## src/rtl/mips_mem_pkg.sv

```systemverilog
// Shared types and constants for the simple_mips memory arbiter.
package mips_mem_pkg;

  localparam int unsigned MEM_ADDR_W = 18;

  typedef enum logic {
    ArbIdle,
    ArbBusy
  } arb_state_e;

  typedef enum logic [1:0] {
    OwnNone,
    OwnIf,
    OwnD
  } arb_owner_e;

endpackage

```

## src/rtl/mips_arb_starve_ctr.sv

```systemverilog
// Saturating counter of consecutive data grants taken while a fetch is waiting.
module mips_arb_starve_ctr #(
  parameter int unsigned Max = 4
) (
  input  logic clk_i,
  input  logic reset_i,
  input  logic inc_i,
  input  logic clr_i,
  output logic sat_o
);

  localparam int unsigned W = $clog2(Max + 1);

  logic [W-1:0] cnt_q, cnt_d;

  always_comb begin
    cnt_d = cnt_q;
    if (clr_i) begin
      cnt_d = '0;
    end else if (inc_i && (cnt_q != W'(Max))) begin
      cnt_d = cnt_q + 1'b1;
    end
  end

  always_ff @(posedge clk_i) begin
    if (reset_i) begin
      cnt_q <= '0;
    end else begin
      cnt_q <= cnt_d;
    end
  end

  assign sat_o = (cnt_q == W'(Max));

endmodule

```

## src/rtl/mips_mem_arbiter.sv

```systemverilog
// Single-port memory arbiter between instruction fetch and load/store; data wins unless
// the fetch side has been starved for StarveMax consecutive data grants.
module mips_mem_arbiter
  import mips_mem_pkg::*;
#(
  parameter int unsigned AddrW     = MEM_ADDR_W,
  parameter int unsigned Latency   = 1,
  parameter int unsigned StarveMax = 4
) (
  input  logic             clk_i,
  input  logic             reset_i,
  input  logic             if_req_i,
  input  logic [AddrW-1:0] if_addr_i,
  output logic             if_gnt_o,
  output logic             if_rvalid_o,
  output logic [31:0]      if_rdata_o,
  input  logic             d_req_i,
  input  logic             d_we_i,
  input  logic [3:0]       d_be_i,
  input  logic [AddrW-1:0] d_addr_i,
  input  logic [31:0]      d_wdata_i,
  output logic             d_gnt_o,
  output logic             d_rvalid_o,
  output logic [31:0]      d_rdata_o,
  output logic             mem_en_o,
  output logic             mem_we_o,
  output logic [3:0]       mem_be_o,
  output logic [AddrW-1:0] mem_addr_o,
  output logic [31:0]      mem_wdata_o,
  input  logic [31:0]      mem_rdata_i
);

  localparam int unsigned CntW = $clog2(Latency + 1);

  arb_state_e       state_q, state_d;
  arb_owner_e       owner_q, owner_d;
  logic [CntW-1:0]  cnt_q, cnt_d;
  logic             store_q, store_d;

  logic slot_open, rsp_fire, starve_sat;
  logic d_win, if_win;

  assign slot_open = (state_q == ArbIdle) || (cnt_q == CntW'(1));
  // Outputs are gated by reset so an in-flight response is dropped immediately.
  assign rsp_fire  = !reset_i && (state_q == ArbBusy) && (cnt_q == CntW'(1));

  always_comb begin
    d_win  = 1'b0;
    if_win = 1'b0;
    if (!reset_i && slot_open) begin
      if (d_req_i && !(if_req_i && starve_sat)) begin
        d_win = 1'b1;
      end else if (if_req_i) begin
        if_win = 1'b1;
      end
    end
  end

  mips_arb_starve_ctr #(
    .Max (StarveMax)
  ) u_starve (
    .clk_i   (clk_i),
    .reset_i (reset_i),
    .inc_i   (d_win && if_req_i),
    .clr_i   (if_win || !if_req_i),
    .sat_o   (starve_sat)
  );

  always_ff @(posedge clk_i) begin
    if (reset_i) begin
      state_q <= ArbIdle;
      owner_q <= OwnNone;
      cnt_q   <= '0;
      store_q <= 1'b0;
    end else begin
      state_q <= state_d;
      owner_q <= owner_d;
      cnt_q   <= cnt_d;
      store_q <= store_d;
    end
  end

  always_comb begin
    state_d = state_q;
    owner_d = owner_q;
    cnt_d   = cnt_q;
    store_d = store_q;
    if (d_win || if_win) begin
      state_d = ArbBusy;
      owner_d = d_win ? OwnD : OwnIf;
      cnt_d   = CntW'(Latency);
      store_d = d_win && d_we_i;
    end else if (state_q == ArbBusy) begin
      if (cnt_q == CntW'(1)) begin
        state_d = ArbIdle;
        owner_d = OwnNone;
        cnt_d   = '0;
        store_d = 1'b0;
      end else begin
        cnt_d = cnt_q - 1'b1;
      end
    end
  end

  always_comb begin
    if_gnt_o    = if_win;
    d_gnt_o     = d_win;
    mem_en_o    = d_win || if_win;
    mem_we_o    = 1'b0;
    mem_be_o    = 4'h0;
    mem_addr_o  = '0;
    mem_wdata_o = '0;
    if_rvalid_o = 1'b0;
    if_rdata_o  = '0;
    d_rvalid_o  = 1'b0;
    d_rdata_o   = '0;
    if (d_win) begin
      mem_we_o    = d_we_i;
      mem_be_o    = d_be_i;
      mem_addr_o  = d_addr_i;
      mem_wdata_o = d_wdata_i;
    end else if (if_win) begin
      mem_be_o    = 4'hF;
      mem_addr_o  = if_addr_i;
    end
    if (rsp_fire) begin
      case (owner_q)
        OwnIf: begin
          if_rvalid_o = 1'b1;
          if_rdata_o  = mem_rdata_i;
        end
        OwnD: begin
          d_rvalid_o = 1'b1;
          d_rdata_o  = store_q ? 32'h0 : mem_rdata_i;
        end
        default: ;
      endcase
    end
  end

endmodule

```

## config.mk

```make
export PLATFORM = sky130hd
export DESIGN_NAME = mips_mem_arbiter
export DESIGN_NICKNAME = d
export VERILOG_FILES = /design/src/rtl/mips_mem_pkg.sv /design/src/rtl/mips_arb_starve_ctr.sv /design/src/rtl/mips_mem_arbiter.sv
export SDC_FILE = /design/constraint.sdc
export NUM_CORES = 1
export LEC_CHECK = 0
export ABC_CLOCK_PERIOD_IN_PS = 3600
export CAP_MARGIN = 20
export CELL_PAD_IN_SITES_DETAIL_PLACEMENT = 2
export CELL_PAD_IN_SITES_GLOBAL_PLACEMENT = 2
export CORE_MARGIN = 5
export CORE_UTILIZATION = 10
export DETAILED_ROUTE_END_ITERATION = 16
export PLACE_DENSITY = 0.94
export SLEW_MARGIN = 40
export SYNTH_ARGS = -nofsm -noshare
export SYNTH_HDL_FRONTEND = slang
export SYNTH_SLANG_ARGS = --single-unit
```

## constraint.sdc

```tcl
create_clock -name clk_i -period 3.6 [get_ports clk_i]
set_clock_uncertainty 0.2 [all_clocks]
set_input_delay 0.72 -clock clk_i [delete_from_list [all_inputs] [get_ports clk_i]]
set_output_delay 0.72 -clock clk_i [all_outputs]
set_load 0.005 [all_outputs]
```

==> results of run 1 <==
[path summary, 6_finish.rpt]
path,start,end,depth (start not counted)
worst min register to register,u_starve.cnt_q[1]$_SDFFE_PP0P_,u_starve.cnt_q[1]$_SDFFE_PP0P_,2
worst min-delay path,u_starve.cnt_q[1]$_SDFFE_PP0P_,u_starve.cnt_q[1]$_SDFFE_PP0P_,2
worst max-delay path,d_req_i,mem_addr_o[8],6
worst max register to register,u_starve.cnt_q[0]$_SDFFE_PP0P_,owner_q[0]$_SDFFE_PP0P_,6
[power by group through the flow]
stage | combinational [uW] | sequential (uW) | clock, uW
after floorplan | 70.6 | 100 | 0
after global placement | 280 | 101 | 0
after detailed placement | 291 | 102 | 0
after CTS | 293 | 100 | 193
after global routing | 307 | 101 | 198
final | 286 | 99.9 | 189
[critical path, cell delays in order]
cell	delay, ns
clkdlybuf4s50_1	0.59
a21boi_1	0.33
nor3_4	0.09
buf_12	0.16
a22o_1	0.19
clkdlybuf4s50_1	0.48
[layout by cell type, fill, tap and decap left out, types with 3 or more instances in the layout]
cell,count
clkbuf_16,3
a22o_1,18
a21oi_1,4
nand2b_1,3
dfxtp_1,8
and2_1,97
nand3_1,5
a21o_1,4
buf_12,4
buf_4,5
clkdlybuf4s50_1,231
[kinds of logic after synthesis]
logic type / count (synthesis) / synth area share (%)
compound gates: 33 / 19.4
simple gates: 119 / 58.9
flops: 8 / 12.0
fa+ha+maj: 2 / 1.87
buf+inv: 18 / 7.87
[state kept, by name (all words and copies together), names as in the netlist]
| signal | flops |
|---|---|
| state_q | 1 |
| store_q | 1 |
| cnt_q | 1 |
| owner_q | 2 |
| u_starve.cnt_q | 3 |
[routing by layer]
layer / routed length [um] / global-route usage (%)
met1: 3390 / 11.9
met2: 5600 / 24.4
met3: 705 / 2.69
met4: 91 / 1.66
met5: 0 / 0
[stage by stage]
step / total power, uW / utilization [%] / hold WS, ns / instance area, um^2 / setup TNS (ns)
after floorplan: 171 / - / 0.253 / 1340 / 0
after global placement: 381 / 29.6 / 0.255 / 3900 / 0
after detailed placement: 392 / 29.6 / 0.284 / 3900 / -0.00350
after CTS: 585 / 30.1 / 0.290 / 3980 / 0
after global routing: 606 / 30.1 / 0.306 / 3980 / 0
final: 575 / 30.1 / 0.283 / 3980 / 0
[cell type report]
class / count / area, um^2 / share of cell area, %
Tap cell: 176 / 220 / 5.54
Inverter: 3 / 11.3 / 0.283
Sequential cell: 8 / 160 / 4.03
Clock buffer: 3 / 75.1 / 1.89
Multi-Input combinational cell: 154 / 1070 / 26.9
Timing Repair Buffer: 241 / 2440 / 61.3
[cells in the mapped netlist (all sizes together) (2+ instances only)]
master	number	share of area (%)
and2	97	45
a22o	18	12
buf	15	7.0
dfxtp	8	12
nand3	5	1.9
a21o	4	2.2
a21oi	4	1.5
nand2b	4	2.1
inv	3	0.84
nand2	3	1.0
nor3	3	2.0
ha	2	1.9
o21bai	2	1.1
[what timing repair did]
item / in CTS / in global routing
hold endpoints to repair: 0 / 0
endpoints found under the setup margin: 4 / 0
hold buffers: 0 / 0
gates resized for setup: 1 / 0
==> summary.txt, run 1 <==
Floorplan
  • Chip width: 126 um
  • Die H: 126 um
  • Io pins: 233
  • Core area: 13200 um^2
  • Starting density of the core: 10.1%
  • DIE AREA: ~16000 um^2
  • Std-Cell Rows: 42

Power
  • VDD IR max: 0.201 mV
  • Leakage power total: 0.00148 uW
  • Internal: 437 uW
  • Sw Pwr: 138 uW
  • Clk pwr share: 32.9%
  • Sequential fraction of design power: 17.4%
  • Sw Ratio: 24.0%
  • Logic pwr share: 49.7%
  • Cell Pwr Density: around 140 nW/um^2

Route
  • First-pass DRT Iterations: 3
  • Final ANT Viol Nets: 0
  • Residual DRC: 0
  • DR vias: between 2k and 2.5k
  • Total Wirelength: around 9800 um
  • DR vias/cell: 3.80
  • Initial DRC Count: 26
  • DR WL/cell: 16.7 um

Place
  • Placer Congestion: 0.766
  • Post-Place Cells: 582
  • Detail Placement HPWL: 8710 um
  • Worst slack, placed: -0.00334 ns
  • IO buf count: 232

CTS
  • Setup Fix Bufs, Post-CTS: 0
  • Worst skew pair latency: around 0.24 ns
  • CTS clk-pin slew, worst paths: 0.04 ns
  • Root Driver: clkbuf_16
  • Num CTS Buffers: 3
  • CTS tree: yes
  • CTS sink count: 8
  • CTS max path bufs: 2
  • Htree depth: 1

STA
  • Final setup vio count: 0
  • Max_slew headroom: 77.5%
  • Final Hold Viols: 0
  • Crit share post-route: 96.6%
  • FMAX: 0.288 GHz
  • Max-slew violation count: 0
  • Worst Max-Slew Pin Slew: 0.338 ns
  • RSZ-0062 raised after global routing: no
  • Setup ws final: 0.122 ns
  • Minimum clock period: 3.48 ns

Global route
  • Initial antenna violation count: 0
  • Total gr overflow: 0
  • GRT Overall Usage: about an eighth
  • Vias in the first global route: 2547
  • Largest net degree at the start of global routing: 48
  • Global-route wire length before repair: 14900 um

Critical path
  • Worst path arrival time: roughly 2.6 ns
  • Crit end category: output pin
  • Crit path kind: input port to output pin
  • Req. time, crit path: ~2.7 ns
  • Crit path launch type: input port
  • Crit Path Max Fanout: 25
  • R2R Setup Slk: 1.92 ns

Logic synthesis
  • Post-synthesis cell area: 1340 um^2
  • Synth Area per Inst: 7.42 um^2
  • Yosys warning count: 0
  • EDFF count, synth: 0
  • Post-synth top flop: dfxtp_1
  • Register area share after synthesis: approximately an eighth
  • FFs w/ async S/R, synth: 0%
  • Gate count after technology mapping: 180
  • Syn nets: 291
  • Synth cell types: 30
  • Synth Register Bits: 8

Finish
  • Share of cells above drive strength 1: 4.89%
  • Fin nets: 522
  • Antenna Cells: 0
  • Non-filler instance count after layout: 585
  • Fillers: 1486
  • Syn-to-layout area delta: 198%

Outcome
  • Status: completed

Run
  • Max-cap violations: 0

Worst hold path
  • Hold Crit Class: flop to flop
No activity file was read; power rests on OpenSTA's default activity.
==> run 2, diff against run 1 <==
--- a/config.mk
+++ b/config.mk
@@ -5,7 +5,7 @@
 export SDC_FILE = /design/constraint.sdc
 export NUM_CORES = 1
 export LEC_CHECK = 0
-export ABC_CLOCK_PERIOD_IN_PS = 3600
+export ABC_CLOCK_PERIOD_IN_PS = 3900
 export CAP_MARGIN = 20
 export CELL_PAD_IN_SITES_DETAIL_PLACEMENT = 2
 export CELL_PAD_IN_SITES_GLOBAL_PLACEMENT = 2
==> constraint.sdc (replaced) <==
create_clock -name clk_i -period 3.9 [get_ports clk_i]
set_clock_uncertainty 0.2 [all_clocks]
set_input_delay 0.78 -clock clk_i [delete_from_list [all_inputs] [get_ports clk_i]]
set_output_delay 0.78 -clock clk_i [all_outputs]
set_load 0.005 [all_outputs]
==> summary.txt, run 2 (synthesized netlist as in run 1, its figures left out) <==
STA
  • Setup TNS: 0 ns (unchanged)
  • Final Hold Viols: 0 (unchanged)
  • RSZ-0062 raised after global routing: no
  • Crit share post-route: 95.3%
  • Minimum clock period: 3.72 ns
  • Final setup vio count: 0 (unchanged)
  • Worst Max-Slew Pin Slew: 0.425 ns (+0.0869 ns)
  • Max_slew headroom: 71.6% (-5.9 points)
  • Max-slew violation count: 0 (unchanged)
  • FMAX: 0.269 GHz

Finish
  • Share of cells above drive strength 1: 3.71% (-1.2 points)
  • Biggest register: u_starve.cnt_q
  • Antenna Cells: 0 (unchanged)
  • Commonest non-fill, non-tap cell in the layout: clkdlybuf4s50_1
  • Area of the multi-input gates: 1070 um^2 (unchanged)
  • Fillers: 1493 (+0.47%)
  • Syn-to-layout area delta: 195%
  • Largest registers: u_starve.cnt_q (3), owner_q (2)
  • Max FFs per register: 3 (unchanged)
  • Non-filler instance count after layout: 580 (-0.85%)
  • Most frequent cells in the layout: clkdlybuf4s50_1, and2_1, a22o_1
  • Fin nets: 517 (-0.96%)
  • Seq. cell area: 160 um^2 (unchanged)

Worst hold path
  • Hold Crit Class: flop to flop
  • Hold Crit Start: u_starve.cnt_q[1]$_SDFFE_PP0P_
  • Hold Path End: u_starve.cnt_q[1]$_SDFFE_PP0P_
  • Hold Path Cell Cnt: 2 (unchanged)

Route
  • DR vias: 2226 (+0.090%)
  • Final ANT Viol Nets: 0 (unchanged)
  • DR WL/cell: 17.2 um (+2.7%)
  • Initial DRC Count: 44 (+69%)
  • DR vias/cell: 3.84 (+0.95%)
  • First-pass DRT Iterations: 4 (+1)
  • Total Wirelength: 9970 um (+1.9%)
  • Residual DRC: 0 (unchanged)

Place
  • Post-Place Cells: 577 (-0.86%)
  • Placer Congestion: 0.786 (+2.5%)
  • Detail Placement HPWL: 8700 um (-0.12%)
  • IO buf count: 232 (unchanged)

Floorplan
  • Io pins: 233 (unchanged)
  • DIE AREA: 15800 um^2 (unchanged)
  • Std-Cell Rows: 42 (unchanged)
  • Starting density of the core: 10.1% (unchanged)
  • Core area: 13200 um^2 (unchanged)
  • Chip width: 126 um (unchanged)
  • Die H: 126 um (unchanged)

Run
  • Max-cap violations: 0 (unchanged)

Power
  • Leakage power total: 0.00146 uW (-1.8%)
  • Cell Pwr Density: 134 nW/um^2 (-7.5%)
  • VDD IR max: 0.154 mV (-23%)

Critical path
  • Most used cell, CP: clkdlybuf4s50_1
  • Req. time, crit path: 2.92 ns (+0.24 ns)
  • Crit path kind: input port to output pin
  • Worst flop-to-flop path startpoint: u_starve.cnt_q[0]$_SDFFE_PP0P_
  • Crit end category: output pin
  • R2r endpoint: owner_q[0]$_SDFFE_PP0P_
  • Crit path launch type: input port
  • CP cell instances: clkdlybuf4s50_1, nand2b_1, nor3_4, buf_12, a22o_1, clkdlybuf4s50_1
  • Reg2reg path depth: 6 (unchanged)
  • Crit-path max cell delay: 0.57 ns (-0.02 ns)
  • Crit Path Max Fanout: 25 (unchanged)
  • Highest-delay cell along the critical path: clkdlybuf4s50_1
  • Worst path arrival time: 2.74 ns (+0.18 ns)
  • R2R Setup Slk: 2.12 ns (+0.20 ns)

Global route
  • Vias in the first global route: 2513 (-1.3%)
  • Total gr overflow: 0 (unchanged)
  • GRT Overall Usage: 11.8% (+0.053 points)
  • M1 GR Usage: 12.2% (+0.33 points)
  • Largest net degree at the start of global routing: 60 (+25%)
  • Global-route wire length before repair: 15100 um (+0.83%)
  • Met2 Use GR: 24.4% (-0.094 points)
  • Initial antenna violation count: 0 (unchanged)
  • Met3 Usage GRT: 2.69% (unchanged)
  • GRT Max-Usage Layer: met2

CTS
  • Num CTS Buffers: 3 (unchanged)
  • Setup Fix Bufs, Post-CTS: 0 (unchanged)
  • Post-CTS Resized: 0 (-1)
  • CTS tree: yes
  • CTS sink count: 8 (unchanged)
  • CTS max path bufs: 2 (unchanged)
  • CTS clk-pin slew, worst paths: 0.04 ns (about the same)
  • Root Driver: clkbuf_16
  • Htree depth: 1 (unchanged)
  • Worst skew pair latency: 0.23 ns (about the same)
  • Hold_buf cts: 0 (unchanged)

Outcome
  • Status: completed
==> run 2: layer usage <==
layer  vias to the layer above  wire length (um)
met5                         -                 0
li1                       1047                 -
met1                      1066              3560
met4                         0                84
met3                         6               671
met2                       107              5650
==> run 2: how the worst max path moves through the flow <==
stage            start             end  depth (start not counted)  slack [ns]
2_1_floorplan  d_req_i  mem_addr_o[14]                          4        1.35
3_3_place_gp   reset_i  mem_addr_o[16]                          6        0.19
3_5_place_dp   reset_i  mem_addr_o[15]                          6        0.16
4_1_cts        reset_i  mem_addr_o[15]                          6        0.16
5_1_grt        reset_i  mem_addr_o[15]                          6        0.04
6_report       reset_i  mem_addr_o[16]                          6        0.18
==> run 2: report_power, final <==
| part | total [uW] | internal (uW) | switching, uW |
|---|---|---|---|
| clock network | 173 | 132 | 40.7 |
| logic | 262 | 182 | 79.8 |
| registers | 92.4 | 86.7 | 5.63 |
==> run 2: through the flow <==
stage / util [%] / hold slack (ns) / setup slack, ns / instance area, um^2 / power [uW]
final: 29.9 / 0.297 / 0.184 / 3940 / 527
after global routing: 29.9 / 0.317 / 0.0369 / 3940 / 554
after CTS: 29.9 / 0.296 / 0.160 / 3940 / 536
after detailed placement: 29.3 / 0.291 / 0.161 / 3860 / 359
after global placement: 29.3 / 0.264 / 0.186 / 3860 / 348
after floorplan: - / 0.253 / 1.35 / 1340 / 157
==> run 2: cell type report <==
class                   instances  share of cell area (%)
clock buffers                   3                    1.91
inverters                       3                   0.286
multi-input cells             154                    27.2
flip-flops and latches          8                    4.07
well taps                     176                    5.59
repair buffers                236                    61.0
==> run 2: worst max-delay path: cells and delay by family <==
kind / cells / cell delay (ns)
compound gates: 1 / 0.15
simple gates: 2 / 0.50
buf+inv: 3 / 1.30
==> run 3, diff against run 2 <==
--- a/config.mk
+++ b/config.mk
@@ -9,7 +9,7 @@
 export CAP_MARGIN = 20
 export CELL_PAD_IN_SITES_DETAIL_PLACEMENT = 2
 export CELL_PAD_IN_SITES_GLOBAL_PLACEMENT = 2
-export CORE_MARGIN = 5
+export CORE_MARGIN = 2
 export CORE_UTILIZATION = 10
 export DETAILED_ROUTE_END_ITERATION = 16
 export PLACE_DENSITY = 0.94
==> summary.txt, run 3 (synthesized netlist as in run 1, its figures left out) <==
Finish
  • Fin nets: 521 (+0.77%)
  • Area of the multi-input gates: 1070 um^2 (unchanged)
  • Max FFs per register: 3 (unchanged)
  • Antenna Cells: 0 (unchanged)
  • Largest registers: u_starve.cnt_q (3), owner_q (2)
  • Share of cells above drive strength 1: 4.66% (+0.94 points)
  • Most frequent cells in the layout: clkdlybuf4s50_1, and2_1, a22o_1
  • Commonest non-fill, non-tap cell in the layout: clkdlybuf4s50_1
  • Fillers: 1497 (+0.27%)
  • Biggest register: u_starve.cnt_q
  • Seq. cell area: 160 um^2 (unchanged)
  • Syn-to-layout area delta: 198%

Floorplan
  • Io pins: 233 (unchanged)
  • Chip width: 120 um (-4.8%)
  • Std-Cell Rows: 42 (unchanged)
  • Core area: 13100 um^2 (-0.40%)
  • Die H: 120 um (-4.8%)
  • DIE AREA: 14300 um^2 (-9.3%)
  • Starting density of the core: 10.2% (+0.040 points)

STA
  • FMAX: 0.267 GHz (-0.82%)
  • Hold slack final: 0.289 ns (-0.00827 ns)
  • Final setup vio count: 0 (unchanged)
  • Final Hold Viols: 0 (unchanged)
  • Max-slew violation count: 0 (unchanged)
  • Setup TNS: 0 ns (unchanged)
  • Crit share post-route: 96.1% (+0.79 points)
  • Max_slew headroom: 75.0% (+3.4 points)
  • Worst Max-Slew Pin Slew: 0.374 ns (-0.0506 ns)
  • Minimum clock period: 3.75 ns (+0.0309 ns)
  • RSZ-0062 raised after global routing: no

Global route
  • Largest net degree at the start of global routing: 34 (-43%)
  • Total gr overflow: 0 (unchanged)
  • Vias in the first global route: 2508 (-0.20%)
  • GRT Overall Usage: 12.8% (+1.0 points)
  • Global-route wire length before repair: 14400 um (-4.5%)
  • Initial antenna violation count: 0 (unchanged)

Critical path
  • Highest-delay cell along the critical path: clkdlybuf4s50_1
  • Crit path launch type: input port
  • Crit path kind: input port to output pin
  • Worst flop-to-flop path startpoint: u_starve.cnt_q[0]$_SDFFE_PP0P_
  • Beginning of the critical path: reset_i
  • CP cell instances: clkdlybuf4s50_1, inv_2, and4_4, buf_12, and2_1, clkdlybuf4s50_1
  • Crit-path max cell delay: 0.55 ns (-0.02 ns)
  • R2r endpoint: owner_q[0]$_SDFFE_PP0P_
  • Worst path arrival time: 2.77 ns (+0.03 ns)
  • CP endpoint: mem_wdata_o[30]
  • Crit end category: output pin
  • Crit Path Max Fanout: 25 (unchanged)
  • Reg2reg path depth: 6 (unchanged)
  • R2R Setup Slk: 2.15 ns (+0.03 ns)
  • Req. time, crit path: 2.92 ns (about the same)
  • Most used cell, CP: clkdlybuf4s50_1

Power
  • VDD IR max: 0.171 mV (+11%)
  • Cell Pwr Density: 134 nW/um^2 (about the same)
  • Leakage power total: 0.00148 uW (+1.6%)

Route
  • First-pass DRT Iterations: 4 (unchanged)
  • Initial DRC Count: 51 (+16%)
  • Total Wirelength: 9760 um (-2.1%)
  • DR vias/cell: 3.82 (-0.55%)
  • Residual DRC: 0 (unchanged)
  • Final ANT Viol Nets: 0 (unchanged)
  • DR vias: 2229 (+0.13%)
  • DR WL/cell: 16.7 um (-2.8%)

CTS
  • CTS tree: yes
  • Post-CTS Resized: 0 (unchanged)
  • Worst skew pair latency: 0.23 ns (about the same)
  • Num CTS Buffers: 3 (unchanged)
  • CTS clk-pin slew, worst paths: 0.04 ns (about the same)
  • CTS sink count: 8 (unchanged)
  • Root Driver: clkbuf_16
  • Hold_buf cts: 0 (unchanged)
  • CTS max path bufs: 2 (unchanged)
  • Htree depth: 1 (unchanged)
  • Setup Fix Bufs, Post-CTS: 0 (unchanged)

Worst hold path
  • Hold Crit Class: flop to flop
  • Hold Crit Start: u_starve.cnt_q[1]$_SDFFE_PP0P_

Run
  • Max-cap violations: 0 (unchanged)

Place
  • Detail Placement HPWL: 8660 um (-0.45%)
  • IO buf count: 232 (unchanged)
  • Placer Congestion: 0.814 (+3.6%)

Outcome
  • Status: completed
==> run 3: cell types whose count changed in the layout (fill, tap and decap cells not counted), sizes merged <==
cell,change
buf,+4
==> run 3: worst min path at each step <==
stage                                endpoint  slack [ns]  depth (start not counted)
3_3_place_gp   u_starve.cnt_q[1]$_SDFFE_PP0P_        0.26                          2
3_5_place_dp   u_starve.cnt_q[1]$_SDFFE_PP0P_        0.29                          2
4_1_cts        u_starve.cnt_q[1]$_SDFFE_PP0P_        0.30                          2
2_1_floorplan  u_starve.cnt_q[1]$_SDFFE_PP0P_        0.25                          2
6_report       u_starve.cnt_q[1]$_SDFFE_PP0P_        0.29                          2
5_1_grt        u_starve.cnt_q[0]$_SDFFE_PP0P_        0.32                          2
==> run 3: per-layer routing <==
layer | part of all wire (%) | wire [um] | vias up | global-route usage, %
li1 | - | - | 1054 | -
met1 | 35 | 3420 | 1060 | 13.1
met2 | 57 | 5600 | 98 | 26.3
met3 | 5.7 | 553 | 17 | 2.42
met4 | 2.0 | 191 | 0 | 3.01
met5 | 0 | 0 | - | 0
==> run 3: where the power goes <==
| group | total [uW] | switching (uW) | internal (uW) |
|---|---|---|---|
| registers | 92.1 | 5.41 | 86.7 |
| logic | 266 | 80.3 | 186 |
| clock network | 174 | 42.1 | 132 |
==> run 3: worst max-delay path, delay by kind of cell <==
kind,cells,cell delay (ns)
buffers and inverters,4,1.38
AND/OR/NAND/NOR,2,0.58
==> run 3: area by class of cell <==
class / instances / area share, %
inverter: 3 / 0.283
timing repair buffer: 240 / 61.4
tap: 176 / 5.53
multi-input combinational: 154 / 26.9
clock buffer: 3 / 1.89
sequential: 8 / 4.02
==> run 3: stage by stage <==
step	setup slack (ns)	area [um^2]	utilization, %	power, uW	instances
after detailed placement	0.148	3910	29.7	363	581
after global routing	0.0560	3980	30.3	561	584
final	0.153	3980	30.3	533	584
after floorplan	1.35	1340	-	157	180
after CTS	0.131	3980	30.3	544	584
after global placement	0.217	3910	29.7	352	581
